File: src/rtl/add_cmp_div_unit_pkg.sv
// Shared constants and divider state encoding
// for the add/compare/divide ALU slice.
package add_cmp_div_unit_pkg;

  localparam int DefaultBits = 32;

  typedef enum logic [1:0] {
    DivIdle,
    DivRun,
    DivFin
  } divState_t;

endpackage

File: src/rtl/add_cmp_div_unit_if.sv
// Operand/result bundle between the ALU
// and the add/compare/divide slice.
interface add_cmp_div_unit_if #(
  parameter int BITS = 32
);

  logic [BITS-1:0] a;
  logic [BITS-1:0] b;
  logic            sub;
  logic            unsign;
  logic            div_start;
  logic [BITS-1:0] sum;
  logic            carry_out;
  logic            less_than;
  logic            equal;
  logic            busy;
  logic            done;
  logic [BITS-1:0] quotient;
  logic [BITS-1:0] remainder;
  logic            divide_by_zero;

  modport master (
    output a, b, sub, unsign, div_start,
    input  sum, carry_out, less_than, equal,
    input  busy, done, quotient, remainder,
    input  divide_by_zero
  );

  modport slave (
    input  a, b, sub, unsign, div_start,
    output sum, carry_out, less_than, equal,
    output busy, done, quotient, remainder,
    output divide_by_zero
  );

endinterface

File: src/rtl/add_cmp_div_unit_seq_divider_core.sv
// Restoring shift-subtract divider, one quotient
// bit per cycle, with sign fixup on the last edge.
module seq_divider_core
  import add_cmp_div_unit_pkg::*;
#(
  parameter int BITS = DefaultBits
) (
  input  logic            clk,
  input  logic            reset,
  input  logic [BITS-1:0] a,
  input  logic [BITS-1:0] b,
  input  logic            unsign,
  input  logic            start,
  output logic            busy,
  output logic            done,
  output logic [BITS-1:0] quotient,
  output logic [BITS-1:0] remainder,
  output logic            divideByZero
);

  localparam int CW = (BITS > 2) ? $clog2(BITS) : 1;

  divState_t state;
  divState_t stateNext;

  logic [BITS-1:0] q;
  logic [BITS-1:0] rem;
  logic [BITS-1:0] dvsr;
  logic [BITS-1:0] capA;
  logic            negQ;
  logic            negR;
  logic            zero;
  logic [CW-1:0]   cnt;

  logic            sgnA;
  logic            sgnB;
  logic [BITS-1:0] magA;
  logic [BITS-1:0] magB;
  logic [BITS:0]   shifted;
  logic [BITS:0]   diff;

  assign sgnA = !unsign && a[BITS-1];
  assign sgnB = !unsign && b[BITS-1];
  assign magA = sgnA ? -a : a;
  assign magB = sgnB ? -b : b;

  // rem < dvsr always, so diff MSB is a clean borrow flag
  assign shifted = {rem, q[BITS-1]};
  assign diff    = shifted - {1'b0, dvsr};

  assign busy = (state != DivIdle);

  always_comb begin
    stateNext = state;
    unique case (state)
      DivIdle: if (start) stateNext = DivRun;
      DivRun:
        if (cnt == CW'(BITS - 1))
          stateNext = DivFin;
      DivFin:  stateNext = DivIdle;
      default: stateNext = DivIdle;
    endcase
  end

  always_ff @(posedge clk) begin
    if (reset) begin
      state        <= DivIdle;
      done         <= 1'b0;
      quotient     <= '0;
      remainder    <= '0;
      divideByZero <= 1'b0;
      q            <= '0;
      rem          <= '0;
      dvsr         <= '0;
      capA         <= '0;
      negQ         <= 1'b0;
      negR         <= 1'b0;
      zero         <= 1'b0;
      cnt          <= '0;
    end else begin
      state <= stateNext;
      done  <= 1'b0;
      unique case (state)
        DivIdle: begin
          if (start) begin
            q    <= magA;
            rem  <= '0;
            dvsr <= magB;
            capA <= a;
            negQ <= sgnA ^ sgnB;
            negR <= sgnA;
            zero <= (b == '0);
            cnt  <= '0;
          end
        end
        DivRun: begin
          q   <= {q[BITS-2:0], !diff[BITS]};
          rem <= diff[BITS] ? shifted[BITS-1:0]
                            : diff[BITS-1:0];
          cnt <= cnt + 1'b1;
        end
        DivFin: begin
          quotient     <= zero ? '1
                        : (negQ ? -q : q);
          remainder    <= zero ? capA
                        : (negR ? -rem : rem);
          divideByZero <= zero;
          done         <= 1'b1;
        end
        default: ;
      endcase
    end
  end

endmodule

File: src/rtl/add_cmp_div_unit.sv
// ALU integer slice: combinational add/sub and
// compare, plus a sequential divider.
module add_cmp_div_unit
  import add_cmp_div_unit_pkg::*;
#(
  parameter int BITS = DefaultBits
) (
  input logic              clk,
  input logic              reset,
  add_cmp_div_unit_if.slave bus
);

  logic [BITS-1:0] bOp;

  // subtract as a + ~b + 1 so carry_out means no borrow
  assign bOp = bus.sub ? ~bus.b : bus.b;
  assign {bus.carry_out, bus.sum} =
    {1'b0, bus.a} + {1'b0, bOp}
    + {{BITS{1'b0}}, bus.sub};

  assign bus.equal = (bus.a == bus.b);
  assign bus.less_than = bus.unsign
    ? (bus.a < bus.b)
    : ($signed(bus.a) < $signed(bus.b));

  seq_divider_core #(
    .BITS(BITS)
  ) uDiv (
    .clk          (clk),
    .reset        (reset),
    .a            (bus.a),
    .b            (bus.b),
    .unsign       (bus.unsign),
    .start        (bus.div_start),
    .busy         (bus.busy),
    .done         (bus.done),
    .quotient     (bus.quotient),
    .remainder    (bus.remainder),
    .divideByZero (bus.divide_by_zero)
  );

endmodule

File: src/flat_wrapper.sv
// flat-port wrapper written by rule: the top's interface ports become plain ports
module add_cmp_div_unit_flat import add_cmp_div_unit_pkg::*;
#(
  parameter int BITS = DefaultBits
)
  (clk, reset, bus_a, bus_b, bus_sub, bus_unsign, bus_div_start, bus_sum, bus_carry_out, bus_less_than, bus_equal, bus_busy, bus_done, bus_quotient, bus_remainder, bus_divide_by_zero);
  add_cmp_div_unit_if #(.BITS(BITS)) bus_i ();
  input logic clk;
  input logic reset;
  input wire logic [$bits(bus_i.a)-1:0] bus_a;
  input wire logic [$bits(bus_i.b)-1:0] bus_b;
  input wire logic [$bits(bus_i.sub)-1:0] bus_sub;
  input wire logic [$bits(bus_i.unsign)-1:0] bus_unsign;
  input wire logic [$bits(bus_i.div_start)-1:0] bus_div_start;
  output wire logic [$bits(bus_i.sum)-1:0] bus_sum;
  output wire logic [$bits(bus_i.carry_out)-1:0] bus_carry_out;
  output wire logic [$bits(bus_i.less_than)-1:0] bus_less_than;
  output wire logic [$bits(bus_i.equal)-1:0] bus_equal;
  output wire logic [$bits(bus_i.busy)-1:0] bus_busy;
  output wire logic [$bits(bus_i.done)-1:0] bus_done;
  output wire logic [$bits(bus_i.quotient)-1:0] bus_quotient;
  output wire logic [$bits(bus_i.remainder)-1:0] bus_remainder;
  output wire logic [$bits(bus_i.divide_by_zero)-1:0] bus_divide_by_zero;
  assign bus_i.a = bus_a;
  assign bus_i.b = bus_b;
  assign bus_i.sub = bus_sub;
  assign bus_i.unsign = bus_unsign;
  assign bus_i.div_start = bus_div_start;
  assign bus_sum = bus_i.sum;
  assign bus_carry_out = bus_i.carry_out;
  assign bus_less_than = bus_i.less_than;
  assign bus_equal = bus_i.equal;
  assign bus_busy = bus_i.busy;
  assign bus_done = bus_i.done;
  assign bus_quotient = bus_i.quotient;
  assign bus_remainder = bus_i.remainder;
  assign bus_divide_by_zero = bus_i.divide_by_zero;
  add_cmp_div_unit #(.BITS(BITS)) u_core (.clk(clk), .reset(reset), .bus(bus_i));
endmodule
File: config.mk
export PLATFORM = sky130hd
export DESIGN_NAME = add_cmp_div_unit_flat
export DESIGN_NICKNAME = d
export VERILOG_FILES = /design/src/rtl/add_cmp_div_unit_pkg.sv /design/src/rtl/add_cmp_div_unit_if.sv /design/src/rtl/add_cmp_div_unit_seq_divider_core.sv /design/src/rtl/add_cmp_div_unit.sv /design/src/flat_wrapper.sv
export SDC_FILE = /design/constraint.sdc
export NUM_CORES = 1
export LEC_CHECK = 0
export CAP_MARGIN = 5
export CORE_UTILIZATION = 35
export DETAILED_ROUTE_END_ITERATION = 6
export PLACE_DENSITY = 0.59
export SLEW_MARGIN = 10
export SYNTH_ARGS = -nofsm -noshare
export SYNTH_HDL_FRONTEND = slang
export SYNTH_HIERARCHICAL = 1
export SYNTH_SLANG_ARGS = --single-unit
File: constraint.sdc
create_clock -name clk -period 6.1 [get_ports clk]
set_input_delay 1.22 -clock clk [delete_from_list [all_inputs] [get_ports clk]]
set_output_delay 1.22 -clock clk [all_outputs]
set_load 0.01 [all_outputs]
==> results.py <==
metrics = {
    "run_status": {
        "outcome": "complete, but fails checks",
        "violated_checks": "design-rule violations",
    },
    "cts": {
        "cts-root-to-sink-buffers": 3,
        "tritoncts": "done",
        "htreeDepth": 1,
        "clkTransAtPathRegs_ps": 60,
        "clock-root-buffer": "clkbuf_16",
        "post_cts_setup_buffers": 0,
        "cts.sink_count": 204,
        "cts_bufs_inserted": 23,
        "cts.repair.resized": 0,
        "clk-insertion-delay-late_ps": 540,
        "hold_buffers": 0,
    },
    "place": {
        "place.gp.congestion": 0.880,
        "io_buffer_count": 170,
        "post-dp-hpwl_um": 37700,
    },
    "routing": {
        "drc": 8,
        "detailroute.wirelength.met3_um": 3030,
        "met2_length_um": 22200,
        "route.vias.total": 14300,
        "routed_wire_length_per_instance_um": 18.3,
        "ant_nets": 0,
        "drt_iter0_markers": 965,
        "met1_length_um": 21500,
        "detail_route.vias_per_cell": 5.43,
        "route.final.wire_length_um": 48400,
        "first_drt_pass_iteration_count": 7,
        "topRoutingLayerUsed": "met5",
    },
    "grt": {
        "global_route_wire_length_before_repair_um": 75700,
        "grt.overflow.total": 0,
        "groute.usage.overall": 0.224,
        "number_of_antenna_violations_at_the_first_check_in_global_routing": 2,
        "grt_pass1_vias": 13800,
        "grt_start_max_net_pins": 74,
    },
    "logic_synthesis": {
        "synthesis.area_per_instance_um2": 7.53,
        "synthesis.nets": 2115,
        "synth.top_cells.by_area": "dfxtp_1 28%, ha_1 8.6%, xor2_1 8.2%",
        "yosysMostFrequentCell": "nand2_1",
        "synth_edf_count": 0,
        "synth.ff_latch_count": 204,
        "yosys.area.top_type_share": 0.279,
        "postSynth.asyncResetShare": 0,
        "synth_cell_types": 67,
        "syn_inst": 1943,
        "seq_area_frac_synth": 0.279,
        "syn-cell-area_um2": 14600,
        "synthTopCellsByCount": "309 x nand2_1, 211 x a21oi_1, 204 x dfxtp_1",
        "netlist.top_cell.by_area": "dfxtp_1",
        "postSynth.topFlopCell": "dfxtp_1",
        "warnings_from_yosys": 6,
    },
    "critical_path": {
        "worst-endpoint-required_ps": 4880,
        "timing.critical_path.arrival_ps": 4730,
        "timing.critical_path.to_type": "output pin",
        "crit_fanout": 4,
        "r2r-end": "u_core/uDiv/rem[30]",
        "critical_path.startpoint": "bus_b[2]",
        "timing.rr.start": "u_core/uDiv/q[31]",
        "critical_path_class": "primary input to output pin",
        "r2r_cells": 12,
        "crit_path_start_kind": "primary input",
        "ff2ff_setup_slack_ps": 2130,
        "cp-endpoint": "bus_sum[25]",
    },
    "final_layout": {
        "num_antenna_cells": 0,
        "final_layout_size_suffix_gt1_frac": 0.0645,
        "fill_cells": 4225,
        "final_nets": 2265,
        "total_area_of_multi_input_combinational_cells_um2": 9860,
        "area_delta_synth_final_pct": 21.9,
        "layout.area.seq_um2": 4090,
        "final_core_util": 0.435,
    },
    "sta": {
        "rsz_0062_raised_after_global_routing": "false",
        "setup_viol": 0,
        "whs_ps": 455,
        "max-slew-margin-rel": 0.174,
        "finalHoldViolations": 0,
        "fin_worst_skew_ps": 20.8,
        "finalSetupTns_ps": 0,
        "fmax_mhz": 168,
        "finalMaxSlewViolations": 0,
        "tightestPinTransition_ps": 1240,
        "finalWorstPathRequiredPeriod_ps": 5950,
        "final.period_utilization": 0.975,
    },
    "floorplanning": {
        "fp.dieH_um": 206,
        "floorplan.rows": 74,
        "core_um2": 41000,
        "die-area_um2": 42600,
        "pin_count": 171,
        "start_util": 0.357,
        "dieWidth_um": 206,
    },
    "worst_hold_path": {
        "hold_path_class": "flip-flop to flip-flop",
        "hold-path-cell-count": 2,
    },
    "pwr": {
        "report.power.total_mw": 4.72,
        "max_ir_drop_vdd_uv": 172,
        "power.static_leakage_nw": 6.95,
        "power-per-cell-area_nw_per_um2": 265,
    },
    "run": {
        "maxCapViolCount": 0,
    },
}
stage by stage:
stage                     cell area (um2)  setup slack [ps]  cells
after floorplan                     14600               961   1943
after global placement              17100               200   2600
after detailed placement            17100               199   2600
after CTS                           17800               182   2642
after global routing                17800              11.8   2642
final                               17800               152   2642
area by class of cell:
| class | count | share of cell area |
|---|---|---|
| Clock buffer | 30 | 0.0371 |
| Clock inverter | 12 | 0.00554 |
| Inverter | 90 | 0.0189 |
| Multi-Input combinational cell | 1545 | 0.553 |
| Sequential cell | 204 | 0.229 |
| Tap cell | 532 | 0.0373 |
| Timing Repair Buffer | 229 | 0.120 |
cell usage in the layout (no fill, tap or decap), types with 52 or more instances in the layout:
cell type / count
a211oi_1: 52
nor2_1: 124
a21oi_1: 211
xor2_1: 136
xnor2_1: 64
ha_1: 101
nand2_1: 309
clkdlybuf4s50_1: 168
buf_4: 60
o21ai_0: 121
dfxtp_1: 203
inv_1: 90
flip-flops by register name, indices dropped and copies added, names as in the netlist, 2 cells and up:
register and flops:
u_core/uDiv/quotient 32, u_core/uDiv/q 32, u_core/uDiv/capA 32, u_core/uDiv/remainder 32
u_core/uDiv/rem 32, u_core/uDiv/dvsr 32, u_core/uDiv/state 2, u_core/uDiv/cnt 5
metal layers:
metal | vias up | GRT usage
met4 | 4 | 0.0785
met5 | - | 0
li1 | 7171 | -
met2 | 377 | 0.375
met3 | 79 | 0.0404
met1 | 6709 | 0.287
logic make-up (layout without fill, tap and decap cells):
group | after synthesis | in the layout | share of synthesized area
AOI/OAI and AO/OA | 593 | 593 | 0.255
xor gates and xnor gates | 201 | 201 | 0.120
adders and majority gates | 103 | 103 | 0.0891
buffers and inverters | 194 | 361 | 0.0499
DFF | 204 | 204 | 0.279
muxes | 15 | 15 | 0.0103
and+or+nand+nor | 633 | 633 | 0.197
critical path, cell delays in order:
cell,delay [ps]
clkdlybuf4s50_1,440
xor2_1,170
ha_1,350
nand2_1,70
o21a_1,210
o21a_1,200
o31a_1,290
o41ai_2,460
a31oi_1,190
mux2_1,350
a221oi_2,180
clkdlybuf4s50_1,590
how the worst min path moves through the flow:
stage,from,end,slack (ps)
finish,u_core/uDiv/capA[29],u_core/uDiv/capA[29],460
global route,u_core/uDiv/capA[18],u_core/uDiv/capA[18],470
CTS,u_core/uDiv/capA[7],u_core/uDiv/capA[7],460
detailed placement,u_core/uDiv/capA[7],u_core/uDiv/capA[7],450
global placement,u_core/uDiv/zero,u_core/uDiv/zero,440
floorplan,u_core/uDiv/dvsr[31],u_core/uDiv/dvsr[31],430
power breakdown:
group	switching, mW	internal, mW
registers	0.109	1.41
clock network	0.573	0.809
logic	1.04	0.779
total	1.72	3.00
No activity file was read; power rests on OpenSTA's default activity.
